===== src/rtl/decodificador_complemento7b_pkg.sv =====
// Shared constants for the 7-bit complement result decoder: widths, FSM
// encoding, shift-step terminal count and seven-segment digit patterns.
package decodificador_complemento7b_pkg;

    localparam int W_OPER = 7;

    typedef enum logic [1:0] {
        ST_IDLE,
        ST_MAG,
        ST_SHIFT,
        ST_DONE
    } estado_t;

    localparam logic [2:0] STEP_LAST = 3'd6;

    // Bit i of each pattern drives segment i (0 = a ... 6 = g), active high.
    localparam logic [6:0] SEG_0 = 7'h3F;
    localparam logic [6:0] SEG_1 = 7'h06;
    localparam logic [6:0] SEG_2 = 7'h5B;
    localparam logic [6:0] SEG_3 = 7'h4F;
    localparam logic [6:0] SEG_4 = 7'h66;
    localparam logic [6:0] SEG_5 = 7'h6D;
    localparam logic [6:0] SEG_6 = 7'h7D;
    localparam logic [6:0] SEG_7 = 7'h07;
    localparam logic [6:0] SEG_8 = 7'h7F;
    localparam logic [6:0] SEG_9 = 7'h6F;
    localparam logic [6:0] SEG_OFF = 7'h00;

    function automatic logic [6:0] seg_pattern(input logic [3:0] digito);
        case (digito)
            4'd0:    return SEG_0;
            4'd1:    return SEG_1;
            4'd2:    return SEG_2;
            4'd3:    return SEG_3;
            4'd4:    return SEG_4;
            4'd5:    return SEG_5;
            4'd6:    return SEG_6;
            4'd7:    return SEG_7;
            4'd8:    return SEG_8;
            4'd9:    return SEG_9;
            default: return SEG_OFF;
        endcase
    endfunction

endpackage


===== src/rtl/decodificador_complemento7b_7seg.sv =====
// BCD digit to active-high seven-segment pattern, index 0 = segment a.
module decodificador_7seg
    import decodificador_complemento7b_pkg::*;
(
    input  logic [3:0] bcd,
    output logic [0:6] seg
);

    logic [6:0] padrao;

    assign padrao = seg_pattern(bcd);

    generate
        for (genvar gi = 0; gi < 7; gi++) begin : g_seg
            assign seg[gi] = padrao[gi];
        end
    endgenerate

endmodule


===== src/rtl/decodificador_complemento7b.sv =====
// Sequential decoder: complement result -> sign/magnitude -> two BCD digits
// by shift-and-add-3, driving the sign and digit seven-segment outputs.
module decodificador_complemento7b
    import decodificador_complemento7b_pkg::*;
#(
    parameter int N = W_OPER
) (
    input  logic         clk,
    input  logic         rst_n,
    input  logic         start,
    input  logic         modo,
    input  logic [0:N-1] valor,
    output logic         busy,
    output logic         done,
    output logic         neg,
    output logic [0:3]   dezena,
    output logic [0:3]   unidade,
    output logic [0:6]   seg_dez,
    output logic [0:6]   seg_uni,
    output logic         seg_sinal
);

    estado_t        state_reg, state_next;
    logic [N-1:0]   valor_num;
    logic [N-1:0]   valor_reg, valor_next;
    logic           modo_reg, modo_next;
    logic [N-1:0]   mag_reg, mag_next;
    logic [3:0]     dez_reg, dez_next;
    logic [3:0]     uni_reg, uni_next;
    logic [2:0]     step_reg, step_next;
    logic           neg_pend_reg, neg_pend_next;
    logic           neg_reg, neg_next;
    logic [3:0]     dez_out_reg, dez_out_next;
    logic [3:0]     uni_out_reg, uni_out_next;

    logic [N-1:0]   mag_calc;
    logic [3:0]     dez_adj, uni_adj;
    logic [N+7:0]   deslocado;

    // Port bit 0 is the LSB; map onto a conventional numeric vector.
    generate
        for (genvar gi = 0; gi < N; gi++) begin : g_valor
            assign valor_num[gi] = valor[gi];
        end
        for (genvar gi = 0; gi < 4; gi++) begin : g_digitos
            assign dezena[gi]  = dez_out_reg[gi];
            assign unidade[gi] = uni_out_reg[gi];
        end
    endgenerate

    // Two's complement of 1000000 wraps back to 1000000, read as unsigned 64.
    assign mag_calc = !valor_reg[N-1] ? valor_reg
                    : (modo_reg ? (~valor_reg + N'(1)) : ~valor_reg);

    assign dez_adj   = (dez_reg >= 4'd5) ? dez_reg + 4'd3 : dez_reg;
    assign uni_adj   = (uni_reg >= 4'd5) ? uni_reg + 4'd3 : uni_reg;
    assign deslocado = {dez_adj, uni_adj, mag_reg} << 1;

    always_ff @(posedge clk or negedge rst_n) begin
        if (!rst_n) begin
            state_reg <= ST_IDLE;
        end else begin
            state_reg <= state_next;
        end
    end

    always_ff @(posedge clk or negedge rst_n) begin
        if (!rst_n) begin
            valor_reg    <= '0;
            modo_reg     <= 1'b0;
            mag_reg      <= '0;
            dez_reg      <= '0;
            uni_reg      <= '0;
            step_reg     <= '0;
            neg_pend_reg <= 1'b0;
            neg_reg      <= 1'b0;
            dez_out_reg  <= '0;
            uni_out_reg  <= '0;
        end else begin
            valor_reg    <= valor_next;
            modo_reg     <= modo_next;
            mag_reg      <= mag_next;
            dez_reg      <= dez_next;
            uni_reg      <= uni_next;
            step_reg     <= step_next;
            neg_pend_reg <= neg_pend_next;
            neg_reg      <= neg_next;
            dez_out_reg  <= dez_out_next;
            uni_out_reg  <= uni_out_next;
        end
    end

    always_comb begin
        state_next    = state_reg;
        valor_next    = valor_reg;
        modo_next     = modo_reg;
        mag_next      = mag_reg;
        dez_next      = dez_reg;
        uni_next      = uni_reg;
        step_next     = step_reg;
        neg_pend_next = neg_pend_reg;
        neg_next      = neg_reg;
        dez_out_next  = dez_out_reg;
        uni_out_next  = uni_out_reg;
        case (state_reg)
            ST_IDLE: begin
                if (start) begin
                    valor_next = valor_num;
                    modo_next  = modo;
                    state_next = ST_MAG;
                end
            end
            ST_MAG: begin
                mag_next      = mag_calc;
                dez_next      = '0;
                uni_next      = '0;
                step_next     = '0;
                neg_pend_next = valor_reg[N-1] && (mag_calc != '0);
                state_next    = ST_SHIFT;
            end
            ST_SHIFT: begin
                mag_next  = deslocado[N-1:0];
                uni_next  = deslocado[N+3:N];
                dez_next  = deslocado[N+7:N+4];
                step_next = step_reg + 3'd1;
                // Results land on the edge entering DONE so they are valid with done.
                if (step_reg == STEP_LAST) begin
                    neg_next     = neg_pend_reg;
                    dez_out_next = deslocado[N+7:N+4];
                    uni_out_next = deslocado[N+3:N];
                    state_next   = ST_DONE;
                end
            end
            ST_DONE: begin
                state_next = ST_IDLE;
            end
            default: begin
                state_next = ST_IDLE;
            end
        endcase
    end

    assign busy      = (state_reg != ST_IDLE);
    assign done      = (state_reg == ST_DONE);
    assign neg       = neg_reg;
    assign seg_sinal = neg_reg;

    decodificador_7seg u_seg_dez (
        .bcd (dez_out_reg),
        .seg (seg_dez)
    );

    decodificador_7seg u_seg_uni (
        .bcd (uni_out_reg),
        .seg (seg_uni)
    );

endmodule


===== config.mk =====
export PLATFORM = sky130hd
export DESIGN_NAME = decodificador_complemento7b
export DESIGN_NICKNAME = d
export VERILOG_FILES = /design/src/rtl/decodificador_complemento7b_pkg.sv /design/src/rtl/decodificador_complemento7b_7seg.sv /design/src/rtl/decodificador_complemento7b.sv
export SDC_FILE = /design/constraint.sdc
export NUM_CORES = 1
export LEC_CHECK = 0
export BUFFER_PORTS_ARGS = -buffer_cell sky130_fd_sc_hd__buf_4
export CAP_MARGIN = 20
export CELL_PAD_IN_SITES_DETAIL_PLACEMENT = 1
export CELL_PAD_IN_SITES_GLOBAL_PLACEMENT = 2
export CORE_MARGIN = 4
export CORE_UTILIZATION = 36
export DETAILED_ROUTE_END_ITERATION = 8
export MAX_ROUTING_LAYER = met4
export PLACE_DENSITY_LB_ADDON = 0.1
export SYNTH_ARGS = -nofsm -noshare
export SYNTH_HDL_FRONTEND = slang
export SYNTH_HIERARCHICAL = 1
export SYNTH_SLANG_ARGS = --single-unit
export TNS_END_PERCENT = 50

===== constraint.sdc =====
create_clock -name clk -period 1.9 [get_ports clk]
set_input_delay 0.095 -clock clk [delete_from_list [all_inputs] [get_ports clk]]
set_output_delay 0.095 -clock clk [all_outputs]
set_load 0.01 [all_outputs]

==> results of run 1 <==
## per-layer routing
metal	global-route usage [%]	part of all wire, %	up-vias
li1	-	-	910
met1	17.2	45	872
met2	25.8	51	29
met3	2.49	3.7	5
met4	3.65	1.1	0
met5	-	0	-
## what timing repair did
item,in CTS,in global routing
endpoints found under the hold margin,38,0
hold buffers,1,0
endpoints found under the setup margin,0,0
## metrics by stage
stage          power, mW  instance area, um^2  cells
2_1_floorplan       2.40                 2370    240
3_3_place_gp        2.83                 2710    349
3_5_place_dp        2.86                 2710    349
4_1_cts             3.47                 2810    358
5_1_grt             3.74                 2810    358
6_report            3.41                 2810    358
## area by class of cell
type | instances | area [um^2]
clock buffers | 7 | 86.3
well taps | 77 | 96.3
repair buffers | 41 | 310
multi-input cells | 169 | 1270
fillers | 754 | 3540
flip-flops and latches | 38 | 951
inverters | 25 | 93.8
clock inverters | 1 | 5.00
## cells in the final DEF, fill, tap and decap left out, types with 3 or more instances in the layout
master,n
a21oi_1,14
a31oi_1,4
buf_4,40
clkbuf_8,6
dfrtp_1,38
ha_1,24
inv_1,23
mux2_2,14
mux2i_1,3
nand2_1,18
nand2b_1,3
nand3_1,4
nor2_1,9
nor3_1,3
o21ai_0,24
o22ai_1,11
o2bb2ai_1,3
xnor2_1,7
xor2_1,3
## synth_stat cells (all sizes together)
| library cell | count | area share (%) |
|---|---|---|
| a211oi | 1 | 0.32 |
| a21boi | 1 | 0.32 |
| a21o | 3 | 1.0 |
| a21oi | 15 | 3.3 |
| a22o | 1 | 0.37 |
| a31oi | 4 | 1.1 |
| and3 | 1 | 0.26 |
| buf | 5 | 1.7 |
| clkbuf | 3 | 0.48 |
| dfrtp | 38 | 40 |
| ha | 24 | 13 |
| inv | 25 | 4.0 |
| mux2 | 14 | 6.7 |
| mux2i | 3 | 1.3 |
| nand2 | 18 | 2.9 |
| nand2b | 5 | 2.0 |
| nand3 | 5 | 1.3 |
| nand3b | 1 | 0.32 |
| nand4b | 1 | 0.37 |
| nor2 | 9 | 1.4 |
| nor2b | 2 | 0.85 |
| nor3 | 3 | 0.63 |
| o21a | 1 | 0.32 |
| o21ai | 26 | 5.7 |
| o22ai | 12 | 3.4 |
| o2bb2ai | 3 | 1.1 |
| o31ai | 2 | 0.63 |
| o32a | 1 | 0.42 |
| o41ai | 1 | 0.69 |
| or2 | 1 | 0.26 |
| or4 | 1 | 0.48 |
| xnor2 | 7 | 2.6 |
| xor2 | 3 | 1.1 |
## worst reg2reg max path: stages, from the launching register on
cell	delay, ps
dfrtp_1	420
inv_1	110
ha_1	240
nand3b_1	100
or4_4	440
nand3_2	90
a211oi_1	50
a31oi_1	200
## power by group
part | internal (mW) | total (mW) | leakage (nW) | switching (mW)
registers | 1.05 | 1.29 | 0.493 | 0.238
logic | 0.699 | 1.55 | 0.714 | 0.852
clock network | 0.293 | 0.572 | 0.0482 | 0.279
## cells by family after synthesis
| kind of cell | synth area share [%] |
|---|---|
| xor+xnor | 3.70 |
| simple gates | 10.7 |
| buf+inv | 6.13 |
| mux | 7.93 |
| compound gates | 18.7 |
| fa+ha+maj | 12.7 |
| flops | 40.2 |
## how the worst min path moves through the flow
stage                          end  slack (ps)      from  cells past startpoint
finish                valor_reg[0]          40  valor[0]                      2
global route          valor_reg[6]          30  valor[6]                      2
CTS                   valor_reg[6]          30  valor[6]                      2
detailed placement    valor_reg[2]         110     rst_n                      1
global placement      valor_reg[2]         110     rst_n                      1
floorplan           dez_out_reg[0]        -200     rst_n                      0
==> summary.txt, run 1 <==
outcome = completed
worst r2r src = valor_reg[1]
Port-buffer cells = 36
CTS tree = built
Critical Path Max Stage Delay = 440 ps
nets@finish = 315
Avg Cell Area, Syn = 9.86 um^2
core area = 0.00635 mm^2
crit path launch = valor_reg[1]
register area share after synthesis = 40.2%
Worst-Skew Late Latency = 280 ps
Clock Sinks = 38
Max clock buf depth = 2
post-synthesis cell count = 240
post-DP HPWL = 3.83 mm
post-CTS setup buffer count = 0
R2R Setup Slk = 170 ps
largest net degree at the start of global routing = 39
kind of critical path = register to register
fin crit period = 1730 ps
dpl ws = 240 ps
Setup TNS = 0 ps
Crit. End Element = register
FP Rows = 29
RD Place Congestion = 0.760
Total GRT Usage = 14.6%
routed wire length = 5.11 mm
reg2reg end = neg_pend_reg
Root Buffer = clkbuf_8
RSZ-0062 raised after global routing = false
Die Y = 89.1 um
critical path arrival = 1930 ps
# IOs = 37
Slew headroom = 65.4%
Clock H-tree levels = 2
CP cell instances = inv_1, ha_1, nand3b_1, or4_4, nand3_2, a211oi_1, a31oi_1
via count = 1816
remaining antenna violation count after routing = 0
P_leak = 1.26 nW
WL/cell = 14.3 um
Worst Skew = 4.02 ps
Final Max Slew Viols = 0
power density over the cells = 1210 mW/mm^2
CP Launch Type = register
Die Area = 0.00793 mm^2
R2R depth = 7
Worst-path clk slew = 80 ps
first-pass GRT wire length = 8.88 mm
final hold vios = 0
Worst path top cell family by delay = simple AND/OR/NAND/NOR gates
TritonRoute pass-1 iters = 4
Critical path buffers and inverters = 1
period utilization = 91.2%
vias per cell = 5.07
# DRC = 0
WP data required = 2090 ps
max_cap viols = 0
Distinct cells, synth = 44
final worst slack = 167 ps
initial detailed-routing violation count = 46
number of synthesized register bits = 38
Worst Tran Pin Value = 520 ps
ant diodes = 0
worst vdd ir = 0.824 mV
final core utilization = 44.3%
Synth Warn # = 6
CTS Buf Count = 5
Worst path slowest cell = or4_4
worst hold slack = 37.8 ps
Initial Utilization = 37.3%
setup violators final = 0
Mapped Area = 0.00237 mm^2
Area Growth Syn to Fin = 18.9%
Mapped Nets = 275
post-CTS resize count = 0
WP depth = 7
Die Span X = 89.1 um
Setup crit end = neg_pend_reg
initial antenna violation count = 0
Min-Delay Path Class = input pin to register
maximum fanout along the worst path = 5
FMAX = 577 MHz
vias in the first global route = 1878
share of layout cells above drive strength 1 = 26.0%
total congestion overflow = 0
No activity file was read; power rests on OpenSTA's default activity.
==> inputs of run 2 (changes only) <==
ABC_AREA = 1   (was default)
CORE_UTILIZATION = 33   (was 36)
==> summary.txt, run 2 <==
Crit. End Element = output pin
Area Growth Syn to Fin = 18.2%
initial antenna violation count = 0
Synth Flop Type = dfrtp_1
commonest non-fill, non-tap cell in the layout = nand2_1
final hold vios = 0
top-count cell post-synth = nand2_1
Worst-path clk slew = 70 ps
largest family of logic cells by synthesized area = simple AND/OR/NAND/NOR gates
dpl ws = 207 ps
worst hold start = valor[1]
DP Cell Count = 431
TritonRoute pass-1 iters = 4
Worst Hold Endpoint = valor_reg[1]
# IOs = 37
worst r2r src = state_reg[0]
RSZ-0062 raised after global routing = false
final core utilization = 40.8%
Worst-Skew Late Latency = 290 ps
commonest cells in the netlist = nand2_1 (96), dfrtp_1 (38), inv_1 (38)
maximum fanout along the worst path = 7
vias per cell = 4.51
post-synthesis cell count = 306
most frequent cells in the layout = nand2_1 (96), inv_1 (38), dfrtp_1 (38)
leading area contributor after synthesis = dfrtp_1
ant diodes = 0
RD Place Congestion = 0.801
worst hold slack = 49.5 ps
fin crit period = 1650 ps
Final Max Slew Viols = 0
remaining antenna violation count after routing = 0
Max clock buf depth = 2
routed wire length = 5.27 mm
Synth Area in Simple Gates = 24.8%
worst vdd ir = 0.988 mV
Die Area = 0.00860 mm^2
period utilization = 87.1%
Setup TNS = 0 ps
Total GRT Usage = 13.4%
vias in the first global route = 1990
Sequential Area = 951 um^2
R2R Setup Slk = 250 ps
top cell type's share of synthesized area = 40.1%
WP data required = 1800 ps
largest net degree at the start of global routing = 39
Distinct cells, synth = 25
Clock H-tree levels = 2
kind of critical path = register to output pin
Worst path slowest cell = dfrtp_1
WL/cell = 12.0 um
reg2reg end = mag_reg[6]
ys async rst share = 100%
Die Span X = 92.7 um
crit path launch = uni_out_reg[1]
CTS tree = built
max_cap viols = 0
total congestion overflow = 0
number of synthesized register bits = 38
setup violators final = 0
Placed Area = 0.00272 mm^2
EDFF count, synth = 0
Clock Sinks = 38
Synth Area in XOR/XNOR = 1.43%
Hold Path Stages = 3
FP Rows = 30
outcome = completed
adder-cell area share of the yosys netlist = 12.7%
Synth Warn # = 6
Synth area leaders = dfrtp_1 (40%), nand2_1 (15%), ha_1 (13%)
post-CTS resize count = 0
CTS Buf Count = 5
first-pass GRT wire length = 9.09 mm
Slew headroom = 65.4%
via count = 1980
CP Launch Type = register
Worst Skew = 4.17 ps
# DRC = 0
P_leak = 1.45 nW
Non-Filler Instances = 439
most used cell, CP = nand2_1
Mapped Nets = 341
R2R depth = 4
Critical Path Max Stage Delay = 470 ps
power density over the cells = 1130 mW/mm^2
Final Cell Area = 0.00280 mm^2
initial detailed-routing violation count = 45
CP cell instances = inv_1, ha_1, nand2_1, nand2_1, nand2_1, nand2_1, buf_4
Min-Delay Path Class = input pin to register
Worst Tran Pin Value = 519 ps
Die Y = 92.7 um
post-DP HPWL = 4.03 mm
final worst slack = 245 ps
Initial Utilization = 34.5%
Root Buffer = clkbuf_8
# fillers = 894
Avg Cell Area, Syn = 7.74 um^2
mux cell area share after synthesis = 0%
multi-input logic area = 0.00119 mm^2
total power = 3.16 mW
Port-buffer cells = 36
core area = 0.00687 mm^2
share of layout cells above drive strength 1 = 19.5%
FMAX = 604 MHz
Mapped Area = 0.00237 mm^2
critical path arrival = 1560 ps
Compound-Gate Fraction of Synth Area = 11.4%
register area share after synthesis = 40.1%
Worst path top cell family by delay = flip-flops
nets@finish = 378
Critical path buffers and inverters = 2
## run 2: changes by cell type after synthesis, moves of 8 or more
cell / change
nand2_1: +78
inv_1: +15
mux2_2: -14
nand2_2: +8
## run 2: worst max-delay path by stage
stage / to / slack (ps) / cells past startpoint
final: seg_uni[3] / 250 / 7
after CTS: mag_reg[6] / 200 / 4
after floorplan: uni_out_reg[2] / 520 / 9
after global routing: mag_reg[1] / 90 / 4
after global placement: mag_reg[6] / 260 / 4
after detailed placement: mag_reg[4] / 210 / 4
## run 2: cell type report
cell class              instances  share of cell area [%]
inverters                      47                    6.30
well taps                      96                    4.29
flip-flops and latches         38                    33.9
multi-input cells             213                    42.5
repair buffers                 38                    10.3
clock buffers                   7                    2.72
## run 2: kinds of logic (layout without fill, tap and decap cells)
family	count (synthesis)	after routing
AO/OA/AOI/OAI	48	48
AND/OR/NAND/NOR	138	138
adder cells (fa/ha/maj)	24	24
buffers and inverters	55	92
XOR/XNOR	3	3
flip-flops	38	38
## run 2: per-layer routing
metal  vias up  wire length, um  part of all wire, %  global-route usage [%]
li1       1035                -                    -                       -
met1       915             2550                   48                    16.2
met2        26             2500                   47                    22.6
met3         4              166                  3.2                    2.76
met4         0               52                 0.99                    4.03
met5         -                0                    0                       -
## run 2: timing repair
item                                   CTS  global route
hold buffers                             1             0
setup buffers                            0             0
endpoints found under the hold margin   38             0
setup endpoints to repair                0             0
## run 2: where the power goes
part | switching [mW] | internal [mW] | total (mW) | leakage (nW)
clock | 0.273 | 0.253 | 0.525 | 0.0383
combinational | 0.908 | 0.509 | 1.42 | 0.937
sequential | 0.185 | 1.03 | 1.21 | 0.479
## run 2: worst min-delay path: cells and delay by family
kind / cells / cell delay (ps)
compound gates: 1 / 90
buf+inv: 1 / 80
simple gates: 1 / 30
==> inputs of run 3 (changes only) <==
RECOVER_POWER = 100   (was default)
==> summary.txt, run 3 (synthesized netlist as in run 2, its figures left out) <==
Total GRT Usage = 13.4%
# DRC = 0
hold buffers post-CTS = 1
remaining antenna violation count after routing = 0
CTS tree = built
vias in the first global route = 1990
first-pass GRT wire length = 9.09 mm
worst hold start = valor[1]
Worst Skew = 4.22 ps
Worst-Skew Late Latency = 280 ps
Area Growth Syn to Fin = 13.8%
vias per cell = 4.49
FP Rows = 30
Max clock buf depth = 2
TritonRoute pass-1 iters = 4
max_cap viols = 0
ant diodes = 0
post-CTS setup buffer count = 0
post-CTS resize count = 0
Min-Delay Path Class = input pin to register
CP Launch Type = register
Initial Utilization = 34.5%
Worst Hold Endpoint = valor_reg[1]
critical path arrival = 1570 ps
initial antenna violation count = 0
setup violators final = 0
total power = 3.10 mW
WL/cell = 12.1 um
reg2reg end = mag_reg[6]
Worst Tran Pin Value = 1000 ps
R2R depth = 4
Die Y = 92.7 um
Clock Sinks = 38
# fillers = 909
Crit. End Element = output pin
Port-buffer cells = 36
final core utilization = 39.3%
DP Cell Count = 431
core area = 0.00687 mm^2
# IOs = 37
Root Buffer = clkbuf_8
Die Span X = 92.7 um
dpl ws = 207 ps
worst r2r src = state_reg[0]
P_leak = 1.36 nW
RSZ-0062 raised after global routing = false
worst hold slack = 49.3 ps
Clock H-tree levels = 2
period utilization = 87.8%
post-DP HPWL = 4.03 mm
final worst slack = 232 ps
total congestion overflow = 0
routed wire length = 5.31 mm
nets@finish = 378
most frequent cells in the layout = nand2_1 (98), inv_1 (39), dfrtp_1 (38)
Final Max Slew Viols = 0
CTS Buf Count = 5
Die Area = 0.00860 mm^2
Worst-path clk slew = 70 ps
FMAX = 599 MHz
Final Cell Area = 0.00270 mm^2
largest net degree at the start of global routing = 39
share of layout cells above drive strength 1 = 11.1%
Placed Area = 0.00272 mm^2
Hold Path Stages = 3
Setup TNS = 0 ps
WP data required = 1800 ps
kind of critical path = register to output pin
outcome = completed
worst vdd ir = 0.937 mV
RD Place Congestion = 0.801
initial detailed-routing violation count = 36
fin crit period = 1670 ps
power density over the cells = 1150 mW/mm^2
Non-Filler Instances = 439
final hold vios = 0
maximum fanout along the worst path = 7
commonest non-fill, non-tap cell in the layout = nand2_1
R2R Setup Slk = 260 ps
via count = 1971
Slew headroom = 33.1%
run 3: cell types whose count changed in the layout (fill, tap and decap cells not counted):
cell	previous run	this run
buf_4	37	10
clkbuf_1	2	27
clkbuf_2	0	2
clkinv_1	0	1
inv_1	38	39
inv_2	9	7
nand2_1	96	98
nand2_2	8	6
o21ai_0	17	19
o21ai_1	5	3
run 3: worst max-delay path, cell delays in order, from the launching register on:
cell and delay, ps:
dfrtp_1 470, inv_1 140, ha_1 310, nand2_1 60, nand2_1 70, nand2_1 50
nand2_1 50, clkbuf_1 150
run 3: layer usage:
metal  part of all wire [%]  vias to the layer above  wire length, um  track usage [%]
met3                    3.4                        4              182             2.76
li1                       -                     1033                -                -
met2                     47                       26             2520             22.6
met5                      0                        -                0                -
met1                     48                      908             2560             16.2
met4                   0.90                        0               48             4.03
run 3: area by class of cell:
type / count / area [um^2] / share of cell area (%)
Sequential cell: 38 / 951 / 35.3
Tap cell: 96 / 120 / 4.45
Clock buffer: 7 / 76.3 / 2.83
Multi-Input combinational cell: 213 / 1180 / 43.9
Timing Repair Buffer: 38 / 189 / 7.00
Inverter: 47 / 176 / 6.54
run 3: where the power goes:
group / internal [mW] / switching (mW) / total, mW / leakage (nW)
clock network: 0.253 / 0.272 / 0.525 / 0.0383
logic: 0.458 / 0.903 / 1.36 / 0.845
registers: 1.03 / 0.183 / 1.21 / 0.479
run 3: how the worst max path moves through the flow:
| stage | start | end | slack, ps | depth (start not counted) |
|---|---|---|---|---|
| final | uni_out_reg[1] | seg_uni[3] | 230 | 7 |
| after detailed placement | state_reg[0] | mag_reg[4] | 210 | 4 |
| after CTS | state_reg[0] | mag_reg[6] | 200 | 4 |
| after floorplan | state_reg[0] | uni_out_reg[2] | 520 | 9 |
| after global routing | state_reg[0] | dez_out_reg[3] | 70 | 7 |
| after global placement | state_reg[0] | mag_reg[6] | 260 | 4 |
